--- config.mk ---
export PLATFORM = sky130hd
export DESIGN_NAME = crc_byte_ctrl
export DESIGN_NICKNAME = d
export VERILOG_FILES = /design/src/rtl/crc_byte_ctrl_pkg.sv /design/src/rtl/crc_byte_ctrl.sv
export SDC_FILE = /design/constraint.sdc
export NUM_CORES = 1
export LEC_CHECK = 0
export CAP_MARGIN = 20
export CORE_ASPECT_RATIO = 1.1
export CORE_UTILIZATION = 50
export DETAILED_ROUTE_END_ITERATION = 10
export GPL_ROUTABILITY_DRIVEN = 0
export PLACE_DENSITY = 0.74
export SLEW_MARGIN = 40
export SYNTH_ARGS = -nofsm -noshare
export SYNTH_HDL_FRONTEND = slang
export SYNTH_SLANG_ARGS = --single-unit
--- constraint.sdc ---
create_clock -name clk_i -period 1.9 [get_ports clk_i]
set_input_delay 0.19 -clock clk_i [delete_from_list [all_inputs] [get_ports clk_i]]
set_output_delay 0.19 -clock clk_i [all_outputs]
set_load 0.01 [all_outputs]
--- src/rtl/crc_byte_ctrl_pkg.sv ---
// Shared constants and types for the byte-level CRC stage controller.
// Holds the FSM state encoding, the default widths and timeout, and a
// helper that sizes the counters.
package crc_byte_ctrl_pkg;

  localparam int DEF_DATA_WIDTH = 8;
  localparam int DEF_CRC_WIDTH  = 8;
  localparam int DEF_TIMEOUT    = 31;

  typedef enum logic [2:0] {
    ST_IDLE    = 3'd0,
    ST_CLR     = 3'd1,
    ST_SHIFT   = 3'd2,
    ST_WAIT    = 3'd3,
    ST_COLLECT = 3'd4,
    ST_DONE    = 3'd5
  } state_t;

  // Number of bits needed to hold the values 0..n inclusive.
  function automatic int cnt_width(input int n);
    return (n < 2) ? 1 : $clog2(n + 1);
  endfunction

endpackage

--- src/rtl/crc_byte_ctrl.sv ---
// Purpose: accepts a byte, clears the serial CRC stage, feeds the byte LSB first,
//          then deserialises the stage's serial CRC result into crc_byte_o.
// Latency: accept at edge 0, CLR cycle 1, SHIFT cycles 2..9, WAIT from cycle 10;
//          crc_done_o in the cycle after the last CRC bit is captured.
// Backpressure: in_ready_o is high only in IDLE; one byte in flight at a time.
// Ports:
//   clk_i, rst_i            clock (rising edge), async active-high reset
//   in_data_i/_valid_i      byte input, ready via in_ready_o
//   crc_rst_n_o             active-low clear to the CRC stage
//   ser_data_o/ser_active_o serial feed to the CRC stage
//   crc_bit_i/crc_valid_i   serial result from the CRC stage
//   crc_byte_o              last collected CRC (bit 0 = first bit received)
//   crc_done_o/crc_err_o    one-cycle result / error pulses
module crc_byte_ctrl
  import crc_byte_ctrl_pkg::*;
#(
  parameter int DATA_WIDTH = DEF_DATA_WIDTH,
  parameter int CRC_WIDTH  = DEF_CRC_WIDTH,
  parameter int TIMEOUT    = DEF_TIMEOUT
) (
  input  logic                  clk_i,
  input  logic                  rst_i,
  input  logic [DATA_WIDTH-1:0] in_data_i,
  input  logic                  in_valid_i,
  output logic                  in_ready_o,
  output logic                  crc_rst_n_o,
  output logic                  ser_data_o,
  output logic                  ser_active_o,
  input  logic                  crc_bit_i,
  input  logic                  crc_valid_i,
  output logic [CRC_WIDTH-1:0]  crc_byte_o,
  output logic                  crc_done_o,
  output logic                  crc_err_o
);

  localparam int CNT_W = cnt_width((DATA_WIDTH > CRC_WIDTH) ? DATA_WIDTH : CRC_WIDTH);
  localparam int TMO_W = cnt_width(TIMEOUT);

  localparam logic [CNT_W-1:0] SHIFT_END = CNT_W'(DATA_WIDTH);
  localparam logic [CNT_W-1:0] COLL_LAST = CNT_W'(CRC_WIDTH - 1);
  localparam logic [TMO_W-1:0] TMO_LIMIT = TMO_W'(TIMEOUT);

  state_t                  state_q, state_d;
  logic [DATA_WIDTH-1:0]   shreg_q, shreg_d;
  logic [CRC_WIDTH-1:0]    coll_q, coll_d;
  logic [CNT_W-1:0]        bit_cnt_q, bit_cnt_d;
  logic [TMO_W-1:0]        tmo_q, tmo_d;
  logic                    crc_rst_n_q, crc_rst_n_d;
  logic                    ser_data_q, ser_data_d;
  logic                    ser_active_q, ser_active_d;
  logic [CRC_WIDTH-1:0]    crc_byte_q, crc_byte_d;
  logic                    crc_done_q, crc_done_d;
  logic                    crc_err_q, crc_err_d;

  assign in_ready_o   = (state_q == ST_IDLE);
  assign crc_rst_n_o  = crc_rst_n_q;
  assign ser_data_o   = ser_data_q;
  assign ser_active_o = ser_active_q;
  assign crc_byte_o   = crc_byte_q;
  assign crc_done_o   = crc_done_q;
  assign crc_err_o    = crc_err_q;

  // Outputs are registered, so each is computed for the state being entered.
  always_comb begin
    state_d      = state_q;
    shreg_d      = shreg_q;
    coll_d       = coll_q;
    bit_cnt_d    = bit_cnt_q;
    tmo_d        = tmo_q;
    crc_rst_n_d  = 1'b1;
    ser_data_d   = 1'b0;
    ser_active_d = 1'b0;
    crc_byte_d   = crc_byte_q;
    crc_done_d   = 1'b0;
    crc_err_d    = 1'b0;

    case (state_q)
      ST_IDLE: begin
        if (in_valid_i) begin
          shreg_d     = in_data_i;
          bit_cnt_d   = '0;
          crc_rst_n_d = 1'b0;
          state_d     = ST_CLR;
        end
      end
      ST_CLR: begin
        // First serial bit goes out together with leaving the clear.
        ser_active_d = 1'b1;
        ser_data_d   = shreg_q[0];
        shreg_d      = shreg_q >> 1;
        bit_cnt_d    = CNT_W'(1);
        state_d      = ST_SHIFT;
      end
      ST_SHIFT: begin
        if (bit_cnt_q == SHIFT_END) begin
          tmo_d   = '0;
          state_d = ST_WAIT;
        end else begin
          ser_active_d = 1'b1;
          ser_data_d   = shreg_q[0];
          shreg_d      = shreg_q >> 1;
          bit_cnt_d    = bit_cnt_q + 1'b1;
        end
      end
      ST_WAIT: begin
        if (crc_valid_i) begin
          // Shift in from the top so the first bit ends up in bit 0.
          coll_d    = {crc_bit_i, coll_q[CRC_WIDTH-1:1]};
          bit_cnt_d = CNT_W'(1);
          state_d   = ST_COLLECT;
        end else begin
          tmo_d = tmo_q + 1'b1;
          if (tmo_d == TMO_LIMIT) begin
            crc_err_d = 1'b1;
            state_d   = ST_IDLE;
          end
        end
      end
      ST_COLLECT: begin
        if (crc_valid_i) begin
          coll_d = {crc_bit_i, coll_q[CRC_WIDTH-1:1]};
          if (bit_cnt_q == COLL_LAST) begin
            // Result is published as DONE is entered so it is visible in DONE.
            crc_byte_d = coll_d;
            crc_done_d = 1'b1;
            state_d    = ST_DONE;
          end else begin
            bit_cnt_d = bit_cnt_q + 1'b1;
          end
        end else begin
          crc_err_d = 1'b1;
          state_d   = ST_IDLE;
        end
      end
      ST_DONE: begin
        state_d = ST_IDLE;
      end
      default: begin
        state_d = ST_IDLE;
      end
    endcase
  end

  always_ff @(posedge clk_i or posedge rst_i) begin
    if (rst_i) begin
      state_q      <= ST_IDLE;
      shreg_q      <= '0;
      coll_q       <= '0;
      bit_cnt_q    <= '0;
      tmo_q        <= '0;
      crc_rst_n_q  <= 1'b1;
      ser_data_q   <= 1'b0;
      ser_active_q <= 1'b0;
      crc_byte_q   <= '0;
      crc_done_q   <= 1'b0;
      crc_err_q    <= 1'b0;
    end else begin
      state_q      <= state_d;
      shreg_q      <= shreg_d;
      coll_q       <= coll_d;
      bit_cnt_q    <= bit_cnt_d;
      tmo_q        <= tmo_d;
      crc_rst_n_q  <= crc_rst_n_d;
      ser_data_q   <= ser_data_d;
      ser_active_q <= ser_active_d;
      crc_byte_q   <= crc_byte_d;
      crc_done_q   <= crc_done_d;
      crc_err_q    <= crc_err_d;
    end
  end

endmodule

==> metrics.log <==
[metrics] outcome: complete, no violations
[metrics] count of synthesis-stage warnings from yosys: 0
[metrics] number of iterations in the first detailed-routing pass: 4
[metrics] Max Clock Skew: 0.01062 ns
[metrics] I/O pin cnt: 27
[metrics] cell-by-cell trace of the critical path: inv_2, ha_4, nand3b_1, o31a_1, nand2_2, mux2_4
[metrics] CP max FO: 8
[metrics] number of CTS-inserted buffers: 5
[metrics] type of the tightest min-delay check: in -> async
[metrics] pin count of the biggest net entering global routing: 41
[metrics] P_sw: 0.001212 W
[metrics] Synth Cell Area: 1944 um2
[metrics] number of sinks on the clock net: 40
[metrics] Detailed Place HPWL: 2.498 mm
[metrics] most instantiated cells after synthesis: sky130_fd_sc_hd__dfrtp_1 (39), sky130_fd_sc_hd__mux2_2 (30), sky130_fd_sc_hd__inv_1 (10)
[metrics] row count: 23
[metrics] relative contribution of sequential cells to total power: 0.364
[metrics] sequential-to-total area share from yosys stat: 0.5154
[metrics] post-place setup slack: 0.04531 ns
[metrics] arrival time reported for the critical path endpoint: 2.03 ns
[metrics] width of the chip: 61.46 um
[metrics] synthesized instance count: 158
[metrics] Design Power: 0.003656 W
[metrics] endpoint kind of the worst setup timing path: register
[metrics] hold bufs inserted after CTS: 0
[metrics] Clk pwr share: 0.192
[metrics] Starting DRT DRC Count: 35
[metrics] Avg WL per Cell: 14.15 um
[metrics] synth unique cells: 38
[metrics] Switching Share: 0.3315
[metrics] Overall Global Routing Usage: 0.1952
[metrics] first-pass GRT wire length: 5.865 mm
[metrics] Final setup violation count: 0
[metrics] number of max-slew violations in the final report: 0
[metrics] leakage component of the power: 1.143 nW
[metrics] number of nets in the layout: 218
[metrics] clock-pin slew reported for the worst setup and hold paths after clock tree synthesis: 0.08 ns
[metrics] vertical die dimension: 67.41 um
[metrics] H-tree levels: 2
[metrics] normalized max-slew margin: 0.6747
[metrics] async set-or-reset flop fraction in the synthesized netlist: 1.000
[metrics] CTS tree: done
[metrics] Core ar.: 3684 um2
[metrics] fraction of the cycle the final worst path needs: 0.9770
[metrics] Clock Root Buffer: sky130_fd_sc_hd__clkbuf_8
[metrics] kind of start point of the critical path: register
[metrics] area share of the leading cell type in the synthesized netlist: 0.5019
[metrics] combinational share of power: 0.444
[metrics] Remaining DRCs: 0
[metrics] antenna violations before repair: 0
[metrics] ratio of cells with drive above 1 in the final layout: 0.3267
[metrics] most frequently used flop master after synthesis: sky130_fd_sc_hd__dfrtp_1
[metrics] Max stage delay on crit path: 0.46 ns
[metrics] f_max: 538.7 MHz
[metrics] Syn Nets: 175
[metrics] library cell with the highest instance count after synthesis: sky130_fd_sc_hd__dfrtp_1
[metrics] worst setup path class: reg -> reg
[metrics] worst voltage drop across the vdd grid: 0.8851 mV
[metrics] Syn-to-layout area delta: 28.51%
[metrics] global route total overflow: 0
[metrics] cell with the biggest individual delay on the critical path: sky130_fd_sc_hd__o31a_1
[metrics] final-layout setup total negative slack: 0 ns
[metrics] number of antenna diodes: 0
[metrics] design internal power: 0.002444 W
[metrics] capturing point of the worst reg2reg path: bit_cnt_q[0]$_DFFE_PP0P_
[metrics] count of input and output buffers: 26
[metrics] Required @ worst endpoint: 2.08 ns
[metrics] slew at the pin with the worst max-slew slack: 0.4880 ns
[metrics] wire length reported by the detailed router: 3.566 mm
[metrics] initial standard-cell utilization of the core: 0.5279
[metrics] cells on worst reg2reg path: 6
[metrics] number of enable-type register cells in the synthesized netlist: 0
[metrics] most area-hungry cell type in the Yosys netlist: sky130_fd_sc_hd__dfrtp_1
[metrics] startpoint of the worst-slack reg-to-reg timing path: bit_cnt_q[1]$_DFFE_PP0P_
[metrics] vias in the first global route: 1332
[metrics] Fin. Hold Viols: 0
[metrics] Final Worst Setup Slack: 0.04362 ns
[metrics] synth top area cells: sky130_fd_sc_hd__dfrtp_1 (50%), sky130_fd_sc_hd__mux2_2 (17%), sky130_fd_sc_hd__ha_1 (2.6%)
[metrics] routed via count: 1324
[metrics] count of nets left with antenna violations after detail routing: 0
[metrics] die footprint: 4142 um2
[metrics] max-cap violations: 0
[metrics] number of synthesized register bits: 40
[metrics] time the worst path needs with I/O delays and setup: 1.856 ns
[metrics] Crit. Startpoint: bit_cnt_q[1]$_DFFE_PP0P_
[metrics] setup slack of the worst register-to-register path: 0.04 ns
[metrics] number of buffers on the longest clock path: 2
[metrics] via count normalized by instance count: 5.254
[metrics] P per Cell Area: 1463 nW/um2
[metrics] Synth Area per Inst: 12.31 um2
[metrics] clock network latency to the later pin of the worst-skew pair: 0.29 ns
==> kinds of logic after synthesis <==
logic type / Yosys count / synth area share
DFF: 40 / 0.5154
and+or+nand+nor: 38 / 0.1146
muxes: 33 / 0.1918
AOI/OAI and AO/OA: 28 / 0.1178
buffers and inverters: 14 / 0.03025
adders and majority gates: 4 / 0.02574
xor gates and xnor gates: 1 / 0.004505
==> routing by layer <==
layer	vias to the layer above	GRT usage	part of all wire
met5	-	0	0
met4	0	0.06667	0.013
met3	6	0.06130	0.042
met2	24	0.3179	0.48
met1	639	0.2450	0.47
li1	655	-	-
==> final cells by class <==
class                      count  area [um2]
fill                         291        1185
sequential                    40        1003
timing repair buffer          40       376.6
clock inverter                 3       46.29
tap                           50       62.56
inverter                      10       37.54
multi-input combinational    104       903.4
clock buffer                   5       68.82
==> metrics by stage <==
step	util	instance area (um2)	hold WS, ns	std cells
2_1_floorplan	-	1944	0.2293	158
3_3_place_gp	0.6396	2356	0.4620	243
3_5_place_dp	0.6396	2356	0.4708	243
4_1_cts	0.6722	2476	0.3430	251
5_1_grt	0.6783	2499	0.3712	252
6_report	0.6783	2499	0.3097	252
==> sequential cells by signal (all words and copies together), names as in the netlist <==
signal	count
crc_done_o	1
bit_cnt_q	4
crc_byte_o	8
coll_q	7
tmo_q	5
ser_data_o	1
state_q	3
ser_active_o	1
shreg_q	8
crc_rst_n_o	1
crc_err_o	1
==> worst max-delay path: cells and delay by family, from the launching register on <==
kind | cells | cell delay, ns
AO/OA/AOI/OAI | 1 | 0.46
flip-flops | 1 | 0.41
AND/OR/NAND/NOR | 2 | 0.37
multiplexers | 1 | 0.30
adder cells (fa/ha/maj) | 1 | 0.12
buffers and inverters | 1 | 0.09
==> how the worst max path moves through the flow <==
stage          slack [ns]                  endpoint
2_1_floorplan        0.18    shreg_q[0]$_DFFE_PP0P_
3_3_place_gp         0.06  bit_cnt_q[0]$_DFFE_PP0P_
3_5_place_dp         0.05  bit_cnt_q[0]$_DFFE_PP0P_
4_1_cts              0.10  bit_cnt_q[0]$_DFFE_PP0P_
5_1_grt             -0.01  bit_cnt_q[0]$_DFFE_PP0P_
6_report             0.04  bit_cnt_q[0]$_DFFE_PP0P_
==> power by group through the flow <==
stage | clock [W] | combinational, W | sequential (W)
after floorplan | 0 | 0.00109 | 0.00129
after detailed placement | 0 | 0.00157 | 0.00134
after global placement | 0 | 0.00151 | 0.00132
after global routing | 0.000761 | 0.00176 | 0.00137
final | 0.000702 | 0.00162 | 0.00133
after CTS | 0.000721 | 0.00157 | 0.00132
==> layout by cell type (no fill, tap or decap), types with 3 or more instances in the layout <==
cell,instances
sky130_fd_sc_hd__a21oi_1,3
sky130_fd_sc_hd__buf_4,13
sky130_fd_sc_hd__clkbuf_8,5
sky130_fd_sc_hd__clkdlybuf4s50_1,25
sky130_fd_sc_hd__dfrtp_1,38
sky130_fd_sc_hd__ha_1,3
sky130_fd_sc_hd__inv_1,8
sky130_fd_sc_hd__mux2_2,30
sky130_fd_sc_hd__nand2_1,7
sky130_fd_sc_hd__nand2b_1,6
sky130_fd_sc_hd__nand3_1,3
sky130_fd_sc_hd__nor2_1,5
sky130_fd_sc_hd__nor2b_1,3
sky130_fd_sc_hd__o21ai_0,9
sky130_fd_sc_hd__o2bb2ai_1,3
sky130_fd_sc_hd__o311ai_0,3
==> timing repair <==
item / in CTS / in global routing
endpoints found under the setup margin: 1 / 8
hold endpoints to repair: 0 / 0
pin swaps: 0 / 2
gates resized for setup: 3 / 5
setup buffers: 0 / 1
No activity file was read; power rests on OpenSTA's default activity.
